===== config.mk =====
export PLATFORM = sky130hd
export DESIGN_NAME = ctrl_regs_axi_lite_initiator
export DESIGN_NICKNAME = d
export VERILOG_FILES = /design/src/rtl/ctrl_regs_axi_lite_initiator.sv
export SDC_FILE = /design/constraint.sdc
export NUM_CORES = 1
export LEC_CHECK = 0
export ABC_AREA = 0
export BUFFER_PORTS_ARGS = -buffer_cell sky130_fd_sc_hd__buf_4
export CORE_AREA = 2 2 131 133
export DETAILED_ROUTE_END_ITERATION = 8
export DIE_AREA = 0 0 133 135
export PLACE_DENSITY = 0.78
export REMOVE_ABC_BUFFERS = 1
export SETUP_SLACK_MARGIN = 0.2
export SLEW_MARGIN = 30
export SYNTH_ARGS = -nofsm -noshare
export SYNTH_HDL_FRONTEND = slang
export SYNTH_SLANG_ARGS = --single-unit

===== constraint.sdc =====
create_clock -name clk_i -period 1.8 [get_ports clk_i]
set_input_delay 0.36 -clock clk_i [delete_from_list [all_inputs] [get_ports clk_i]]
set_output_delay 0.36 -clock clk_i [all_outputs]
set_load 0.1 [all_outputs]

===== src/rtl/ctrl_regs_axi_lite_initiator.sv =====
// AXI-Lite initiator for the control-register slave: single writes/reads plus masked poll; cmd->rsp 3 cycles at zero wait.
// One transaction in flight; cmd_ready only in IDLE, rsp held until rsp_ready_i, AXI valids held until their ready.
package ctrl_regs_axi_lite_pkg;
  typedef struct packed {
    logic [31:0] addr;
    logic [2:0]  prot;
  } ax_chan_t;

  typedef struct packed {
    logic [31:0] data;
    logic [3:0]  strb;
  } w_chan_t;

  typedef struct packed {
    logic [1:0] resp;
  } b_chan_t;

  typedef struct packed {
    logic [31:0] data;
    logic [1:0]  resp;
  } r_chan_t;

  typedef struct packed {
    ax_chan_t aw;
    logic     aw_valid;
    w_chan_t  w;
    logic     w_valid;
    logic     b_ready;
    ax_chan_t ar;
    logic     ar_valid;
    logic     r_ready;
  } req_t;

  typedef struct packed {
    logic    aw_ready;
    logic    w_ready;
    b_chan_t b;
    logic    b_valid;
    logic    ar_ready;
    r_chan_t r;
    logic    r_valid;
  } resp_t;
endpackage

module ctrl_regs_axi_lite_initiator #(
  parameter int unsigned AddrWidth = 32,
  parameter int unsigned DataWidth = 32,
  parameter int unsigned MaxPolls  = 1024,
  parameter int unsigned PollGap   = 4,
  parameter type axi_lite_req_t  = ctrl_regs_axi_lite_pkg::req_t,
  parameter type axi_lite_resp_t = ctrl_regs_axi_lite_pkg::resp_t
) (
  input  logic                             clk_i,
  input  logic                             rst_i,
  input  logic                             cmd_valid_i,
  output logic                             cmd_ready_o,
  input  logic                             cmd_write_i,
  input  logic                             cmd_poll_i,
  input  logic [AddrWidth-1:0]             cmd_addr_i,
  input  logic [DataWidth-1:0]             cmd_wdata_i,
  input  logic [DataWidth/8-1:0]           cmd_strb_i,
  input  logic [DataWidth-1:0]             cmd_mask_i,
  input  logic [DataWidth-1:0]             cmd_match_i,
  output logic                             rsp_valid_o,
  input  logic                             rsp_ready_i,
  output logic [DataWidth-1:0]             rsp_rdata_o,
  output logic                             rsp_error_o,
  output logic                             rsp_timeout_o,
  output logic [$clog2(MaxPolls+1)-1:0]    rsp_polls_o,
  output axi_lite_req_t                    axi_lite_master_req_o,
  input  axi_lite_resp_t                   axi_lite_master_resp_i
);

  localparam int PollW = $clog2(MaxPolls + 1);
  localparam int GapW  = (PollGap > 1) ? $clog2(PollGap) : 1;
  localparam logic [PollW-1:0] PollMax = PollW'(MaxPolls);
  localparam logic [GapW-1:0]  GapLast = GapW'((PollGap > 0) ? (PollGap - 1) : 0);

  typedef enum logic [2:0] {
    IDLE, WR, WAIT_B, RD_AR, WAIT_R, GAP, RESP
  } state_e;

  state_e                 r_state;
  state_e                 w_state_nxt;
  logic                   r_write;
  logic                   r_poll;
  logic [AddrWidth-1:0]   r_addr;
  logic [DataWidth-1:0]   r_wdata;
  logic [DataWidth/8-1:0] r_strb;
  logic [DataWidth-1:0]   r_mask;
  logic [DataWidth-1:0]   r_match;
  logic                   r_aw_done;
  logic                   r_w_done;
  logic [PollW-1:0]       r_poll_cnt;
  logic [GapW-1:0]        r_gap_cnt;
  logic [DataWidth-1:0]   r_rdata;
  logic                   r_error;
  logic                   r_timeout;

  logic w_cmd_hs;
  logic w_aw_vld, w_w_vld, w_b_rdy, w_ar_vld, w_r_rdy;
  logic w_aw_hs, w_w_hs, w_b_hs, w_ar_hs, w_r_hs;
  logic w_aw_fin, w_w_fin;
  logic w_r_err, w_match, w_poll_max;
  logic w_unused;

  assign w_cmd_hs   = cmd_valid_i && (r_state == IDLE);
  assign w_aw_vld   = (r_state == WR) && !r_aw_done;
  assign w_w_vld    = (r_state == WR) && !r_w_done;
  assign w_b_rdy    = (r_state == WR) || (r_state == WAIT_B);
  assign w_ar_vld   = (r_state == RD_AR);
  assign w_r_rdy    = (r_state == WAIT_R);

  assign w_aw_hs    = w_aw_vld && axi_lite_master_resp_i.aw_ready;
  assign w_w_hs     = w_w_vld  && axi_lite_master_resp_i.w_ready;
  assign w_b_hs     = w_b_rdy  && axi_lite_master_resp_i.b_valid;
  assign w_ar_hs    = w_ar_vld && axi_lite_master_resp_i.ar_ready;
  assign w_r_hs     = w_r_rdy  && axi_lite_master_resp_i.r_valid;
  assign w_aw_fin   = r_aw_done || w_aw_hs;
  assign w_w_fin    = r_w_done  || w_w_hs;

  assign w_r_err    = axi_lite_master_resp_i.r.resp[1];
  assign w_match    = ((axi_lite_master_resp_i.r.data ^ r_match) & r_mask) == '0;
  assign w_poll_max = (r_poll_cnt == PollMax);
  assign w_unused   = ^{axi_lite_master_resp_i.r.resp[0], axi_lite_master_resp_i.b.resp[0]};

  always_ff @(posedge clk_i) begin
    if (rst_i) begin
      r_state    <= IDLE;
      r_write    <= 1'b0;
      r_poll     <= 1'b0;
      r_addr     <= '0;
      r_wdata    <= '0;
      r_strb     <= '0;
      r_mask     <= '0;
      r_match    <= '0;
      r_aw_done  <= 1'b0;
      r_w_done   <= 1'b0;
      r_poll_cnt <= '0;
      r_gap_cnt  <= '0;
      r_rdata    <= '0;
      r_error    <= 1'b0;
      r_timeout  <= 1'b0;
    end else begin
      r_state <= w_state_nxt;
      if (w_cmd_hs) begin
        r_write    <= cmd_write_i;
        r_poll     <= cmd_poll_i && !cmd_write_i;
        r_addr     <= cmd_addr_i;
        r_wdata    <= cmd_wdata_i;
        r_strb     <= cmd_strb_i;
        r_mask     <= cmd_mask_i;
        r_match    <= cmd_match_i;
        r_aw_done  <= 1'b0;
        r_w_done   <= 1'b0;
        r_poll_cnt <= '0;
        r_rdata    <= '0;
        r_error    <= 1'b0;
        r_timeout  <= 1'b0;
      end
      if (w_aw_hs) r_aw_done <= 1'b1;
      if (w_w_hs)  r_w_done  <= 1'b1;
      if (w_b_hs)  r_error   <= axi_lite_master_resp_i.b.resp[1];
      if (w_ar_hs && !w_poll_max) r_poll_cnt <= r_poll_cnt + 1'b1;
      if (w_r_hs) begin
        r_rdata   <= axi_lite_master_resp_i.r.data;
        r_error   <= w_r_err;
        r_timeout <= r_poll && !w_r_err && !w_match && w_poll_max;
      end
      // Gap counter runs only while parked in GAP and restarts on every entry.
      if (r_state == GAP) r_gap_cnt <= r_gap_cnt + 1'b1;
      else                r_gap_cnt <= '0;
    end
  end

  always_comb begin
    w_state_nxt = r_state;
    case (r_state)
      IDLE:   if (cmd_valid_i) w_state_nxt = cmd_write_i ? WR : RD_AR;
      WR: begin
        if (w_aw_fin && w_w_fin) w_state_nxt = w_b_hs ? RESP : WAIT_B;
      end
      WAIT_B: if (w_b_hs) w_state_nxt = RESP;
      RD_AR:  if (w_ar_hs) w_state_nxt = WAIT_R;
      WAIT_R: begin
        if (w_r_hs) begin
          if (!r_poll || w_r_err || w_match || w_poll_max) w_state_nxt = RESP;
          else if (PollGap == 0)                           w_state_nxt = RD_AR;
          else                                             w_state_nxt = GAP;
        end
      end
      GAP:    if (r_gap_cnt == GapLast) w_state_nxt = RD_AR;
      RESP:   if (rsp_ready_i) w_state_nxt = IDLE;
      default: w_state_nxt = IDLE;
    endcase
  end

  always_comb begin
    axi_lite_master_req_o          = '0;
    axi_lite_master_req_o.aw.addr  = r_addr;
    axi_lite_master_req_o.aw.prot  = '0;
    axi_lite_master_req_o.aw_valid = w_aw_vld;
    axi_lite_master_req_o.w.data   = r_wdata;
    axi_lite_master_req_o.w.strb   = r_strb;
    axi_lite_master_req_o.w_valid  = w_w_vld;
    axi_lite_master_req_o.b_ready  = w_b_rdy;
    axi_lite_master_req_o.ar.addr  = r_addr;
    axi_lite_master_req_o.ar.prot  = '0;
    axi_lite_master_req_o.ar_valid = w_ar_vld;
    axi_lite_master_req_o.r_ready  = w_r_rdy;
  end

  assign cmd_ready_o   = (r_state == IDLE);
  assign rsp_valid_o   = (r_state == RESP);
  assign rsp_rdata_o   = r_rdata;
  assign rsp_error_o   = r_error;
  assign rsp_timeout_o = r_timeout;
  assign rsp_polls_o   = r_poll_cnt;

endmodule


=== Word-level counts from Yosys, hierarchy flattened ===
Cells that the tools add are included.
W data, S select, Z words.

* Bits in registers: 185
* Bits of input ports: 179
* Output and inout bits: 158
* Logic and storage cells: 91

* Add/subtract/negate cells: 2
* Eq/ne operators: 15
* Muxes and demuxes: 21
* Bitwise operators: 3
* Reductions and logical operators: 36

{| class="wikitable"
|+ Operator list
! operator !! count
|-
| $mux W32 || 2
|-
| $and A32 B32 Y32 || 1
|-
| $logic_not A32 Y1 || 1
|-
| $xor A32 B32 Y32 || 1
|-
| $mux W3 || 8
|-
| $mux W11 || 2
|-
| $pmux W3 S7 || 1
|-
| $logic_and A1 B1 Y1 || 14
|-
| $add A11 B1 Y11 const B || 1
|-
| $eq A11 B11 Y1 const B || 1
|-
| $ne A2 B1 Y1 const B || 5
|-
| $eq A3 B3 Y1 const B || 3
|-
| $reduce_bool A2 Y1 || 4
|-
| $logic_not A1 Y1 || 7
|-
| $reduce_and A7 Y1 || 1
|-
| $eq A3 B2 Y1 const B || 2
|-
| $logic_or A1 B1 Y1 || 6
|-
| $mux W1 || 6
|-
| $mux W2 || 2
|-
| $ne A2 B2 Y1 const B || 2
|-
| $eq A3 B1 Y1 const B || 1
|-
| $logic_not A3 Y1 || 1
|-
| $reduce_bool A3 Y1 || 1
|-
| $add A2 B1 Y2 const B || 1
|-
| other kinds (3) || 3
|}

=== Depth between registers and ports, before layout ===
* Word-level depth: 8
* Gate-level depth with buffers: 8
* Mapped depth without buffers: 7

=== Least setup slack after synthesis ===
Ideal clock, no wire load.

* Path kind: register to register
* Start point: reg r_state[0]
* End point: reg r_mask[18]
* Library setup time: 0.071 ns
* Arrival time: 2.558 ns
* Data required time: 1.729 ns
* Setup slack: -0.828 ns
* Stages on the path, launching flop included: 9
* Buffers on the path: 4
* Clock period less this slack: 2.628 ns
* Cell sequence: dfxtp_1 buf_4 nor3_2 and2_1 buf_2 buf_4 buf_2 nand2_1 a21oi_1

* Longest elaborated chain between the ends: 2

{| class="wikitable"
|+ Ends and longest elaborated chain
! item !! RTL line !! text
|-
| start: declaration || 83 || <nowiki>state_e r_state;</nowiki>
|-
| start signal: assignment || 145 || <nowiki>r_state <= w_state_nxt;</nowiki>
|-
| $logic_not A3 Y1 || n/a ||
|-
| via cmd_ready_o || 56 || <nowiki>output logic cmd_ready_o,</nowiki>
|-
| $logic_and A1 B1 Y1 || 107 || <nowiki>assign w_cmd_hs = cmd_valid_i && (r_state == IDLE);</nowiki>
|-
| end signal: assignment || 152 || <nowiki>r_mask <= cmd_mask_i;</nowiki>
|-
| end: declaration || 90 || <nowiki>logic [DataWidth-1:0] r_mask;</nowiki>
|}

The timed path passes the listed nets, and every way through them passes these cells.
A chain may end at the register's enable or synchronous reset.

==> run summary <==
Die height: 135 um
HP Class: input pin to register
Clk buf depth: 2
# setup viols final: 12
Final setup margin: -0.135 ns
Crit path capture type: output pin
CTS clock-pin slew for the worst setup and hold paths: 0.07 ns
#FFs+latches synth: 185
Clk_lat worst skew: 0.43 ns
Switch share: 49.7%
Vias in the first global route: 7456
Leak: 6.21 nW
CTS H-tree lvls: 4
CTS tree: built
IR drop worst, VDD: 1.53 mV
I/O pin total: 337
Synth async-reset ratio: 0%
Yosys cell types: 55
Antenna Cells: 0
Most used DFF post-synth: dfxtp_1
Commonest cells in the netlist: nand2_1 (277), dfxtp_1 (185), a21oi_1 (145)
Routed vias: 8846
Post-Route WL: 35.6 mm
Root Driver: clkbuf_16
Area share of the largest cell type after synthesis: 48.8%
# fillers: 781
GRT Total Usage: 27.3%
Failing checks: setup timing
Kind of critical path: register to output pin
Clock Skews: 0.0105 ns
TNS Setup: -0.486 ns
DP Wirelength: 15.8 mm
Largest net degree at the start of global routing: 53
Hold_buf cts: 0
Clk pwr share: 14.1%
Most area-hungry cell type in the Yosys netlist: dfxtp_1
Post-synthesis sequential area ratio: 48.8%
Top-count cell post-synth: nand2_1
Fin Hold WS: 0.175 ns
Synth warnings: 0
Fin crit period: 1.93 ns
Synth top area cells: dfxtp_1 (49%), nand2_1 (14%), a21oi_1 (9.6%)
Num Clock Sinks: 185
1st-iter DRT viols: 644
Mean post-synth cell area: 8.07 um^2
Seq pwr share: 22.0%
Startpoint Class: register
Fin. Hold Viols: 0
Final ANT Viol Nets: 0
GP Congestion: 0.892
Final core utilization: 85.9%
Worst Tran Pin Value: 0.556 ns
First-pass GRT wire length: 38.8 mm
Comb pwr share: 63.9%
Area of the core: 0.0164 mm^2
Total grt overflow: 0
Worst EP arrival: 1.57 ns
Synthesized area: 0.00759 mm^2
Layout cells sized above 1: 64.8%
First-pass DRT Iterations: 5
Antenna violations before repair: 0
I/O Buffers: 328
Max Freq: 517 MHz
Tcrit/Tclk final: 107%
Max-slew violation count: 0
Psw: 12.8 mW
Die W: 133 um
CP Max Fanout: 4
P&R area growth vs syn: 85.5%
Design area: 0.0141 mm^2
Num CTS Buffers: 17
EDFF count, synth: 0
Synthesized netlist cell count: 941
DP Area: 0.0100 mm^2
Pint: 12.9 mW
Slew headroom: 62.9%
DRC: 0
Pre-CTS WS: 0.0284 ns
Unrepaired setup endpoints after global routing: yes
Vias per inst: 5.77
Req. time, crit path: 1.44 ns
Nets: 1484
Initial Utilization: 46.3%
Die area: 0.0180 mm^2
Post-DR wirelength/cell: 23.2 um
Row cnt: 47
Max-cap viol count: 0
Power Dens Cells: 1820 mW/mm^2
Status: complete, but fails checks
## metrics by stage
step	instances	total power, mW
after floorplan	838	11.6
after global placement	1413	14.7
after detailed placement	1413	14.8
after CTS	1469	20.2
after global routing	1533	26.3
final	1533	25.7
## layout make-up
type,instances,area (um^2),share of cell area (%)
clock buffer,20,447,3.17
clock inverter,10,96.3,0.684
inverter,9,41.3,0.293
multi-input combinational,650,5220,37.1
sequential,185,3720,26.4
tap,220,275,1.95
timing repair buffer,439,4280,30.4
## power groups by stage
stage	combinational (mW)	sequential (mW)	clock [mW]
3_5_place_dp	9.41	5.38	0
5_1_grt	16.8	5.70	3.80
2_1_floorplan	2.76	8.86	0
4_1_cts	11.3	5.34	3.58
3_3_place_gp	9.34	5.35	0
6_report	16.4	5.65	3.62
## what timing repair did
action / in CTS / in global routing
endpoints found under the setup margin: 89 / 190
gates cloned: 3 / 40
endpoints found under the hold margin: 0 / 0
pin swaps: 138 / 185
setup buffers: 23 / 24
resized for setup: 231 / 360
## flip-flops by register name (all words and copies together) (netlist names)
register       flops
r_poll             1
r_state            3
r_strb             4
rsp_error_o        1
r_aw_done          1
r_mask            32
r_gap_cnt          2
r_w_done           1
rsp_polls_o       11
r_wdata           32
r_match           32
rsp_rdata_o       32
rsp_timeout_o      1
r_addr            32
## cell families after synthesis
kind of cell	share of synthesized area (%)
multiplexers	0.297
buffers and inverters	8.55
AO/OA/AOI/OAI	17.3
other	0.0494
XOR/XNOR	3.69
flip-flops	48.8
AND/OR/NAND/NOR	20.9
adder cells (fa/ha/maj)	0.494
## critical path, cell delays in order (launching register included)
cell,delay (ns)
dfxtp_4,0.36
or3b_4,0.44
nor2_4,0.15
buf_12,0.19
## cells in the final DEF, fill, tap and decap left out, types with 5 or more instances in the layout
| cell type | count |
|---|---|
| a22oi_1 | 17 |
| buf_4 | 346 |
| clkbuf_16 | 40 |
| nor2_1 | 42 |
| nand2_1 | 90 |
| nand2_2 | 75 |
| dfxtp_2 | 5 |
| inv_1 | 7 |
| a22oi_2 | 33 |
| nor2_4 | 7 |
| a21oi_2 | 105 |
| buf_12 | 25 |
| or3_1 | 5 |
| conb_1 | 6 |
| dfxtp_1 | 177 |
| nand2_4 | 113 |
| buf_8 | 6 |
| buf_16 | 5 |
| buf_6 | 34 |
| xor2_1 | 32 |
| nand3_1 | 6 |
| nand4_1 | 7 |
| a21oi_1 | 39 |
| nand2_8 | 5 |
## worst paths after layout
path	start	end	slack, ns	depth (start not counted)
setup / recovery	r_state[2]$_SDFFE_PP0P_	axi_lite_master_req_o[75]	-0.13	3
setup reg to reg	r_state[0]$_SDFFE_PP0P_	rsp_error_o$_SDFFE_PP0P_	-0.03	10
hold / removal	cmd_wdata_i[13]	r_wdata[13]$_SDFFE_PP0P_	0.18	3
hold reg to reg	r_gap_cnt[0]$_SDFF_PP0_	r_gap_cnt[0]$_SDFF_PP0_	0.45	1
## per-layer routing
metal  vias to the layer above  global-route usage [%]  routed length [um]
met5                         -                       0                   0
met4                         0                    12.9                1880
met3                       149                    6.83                3050
met2                       540                    48.6               17900
met1                      4304                    30.8               12700
li1                       3853                       -                   -
(Power assumes the default switching activity.)
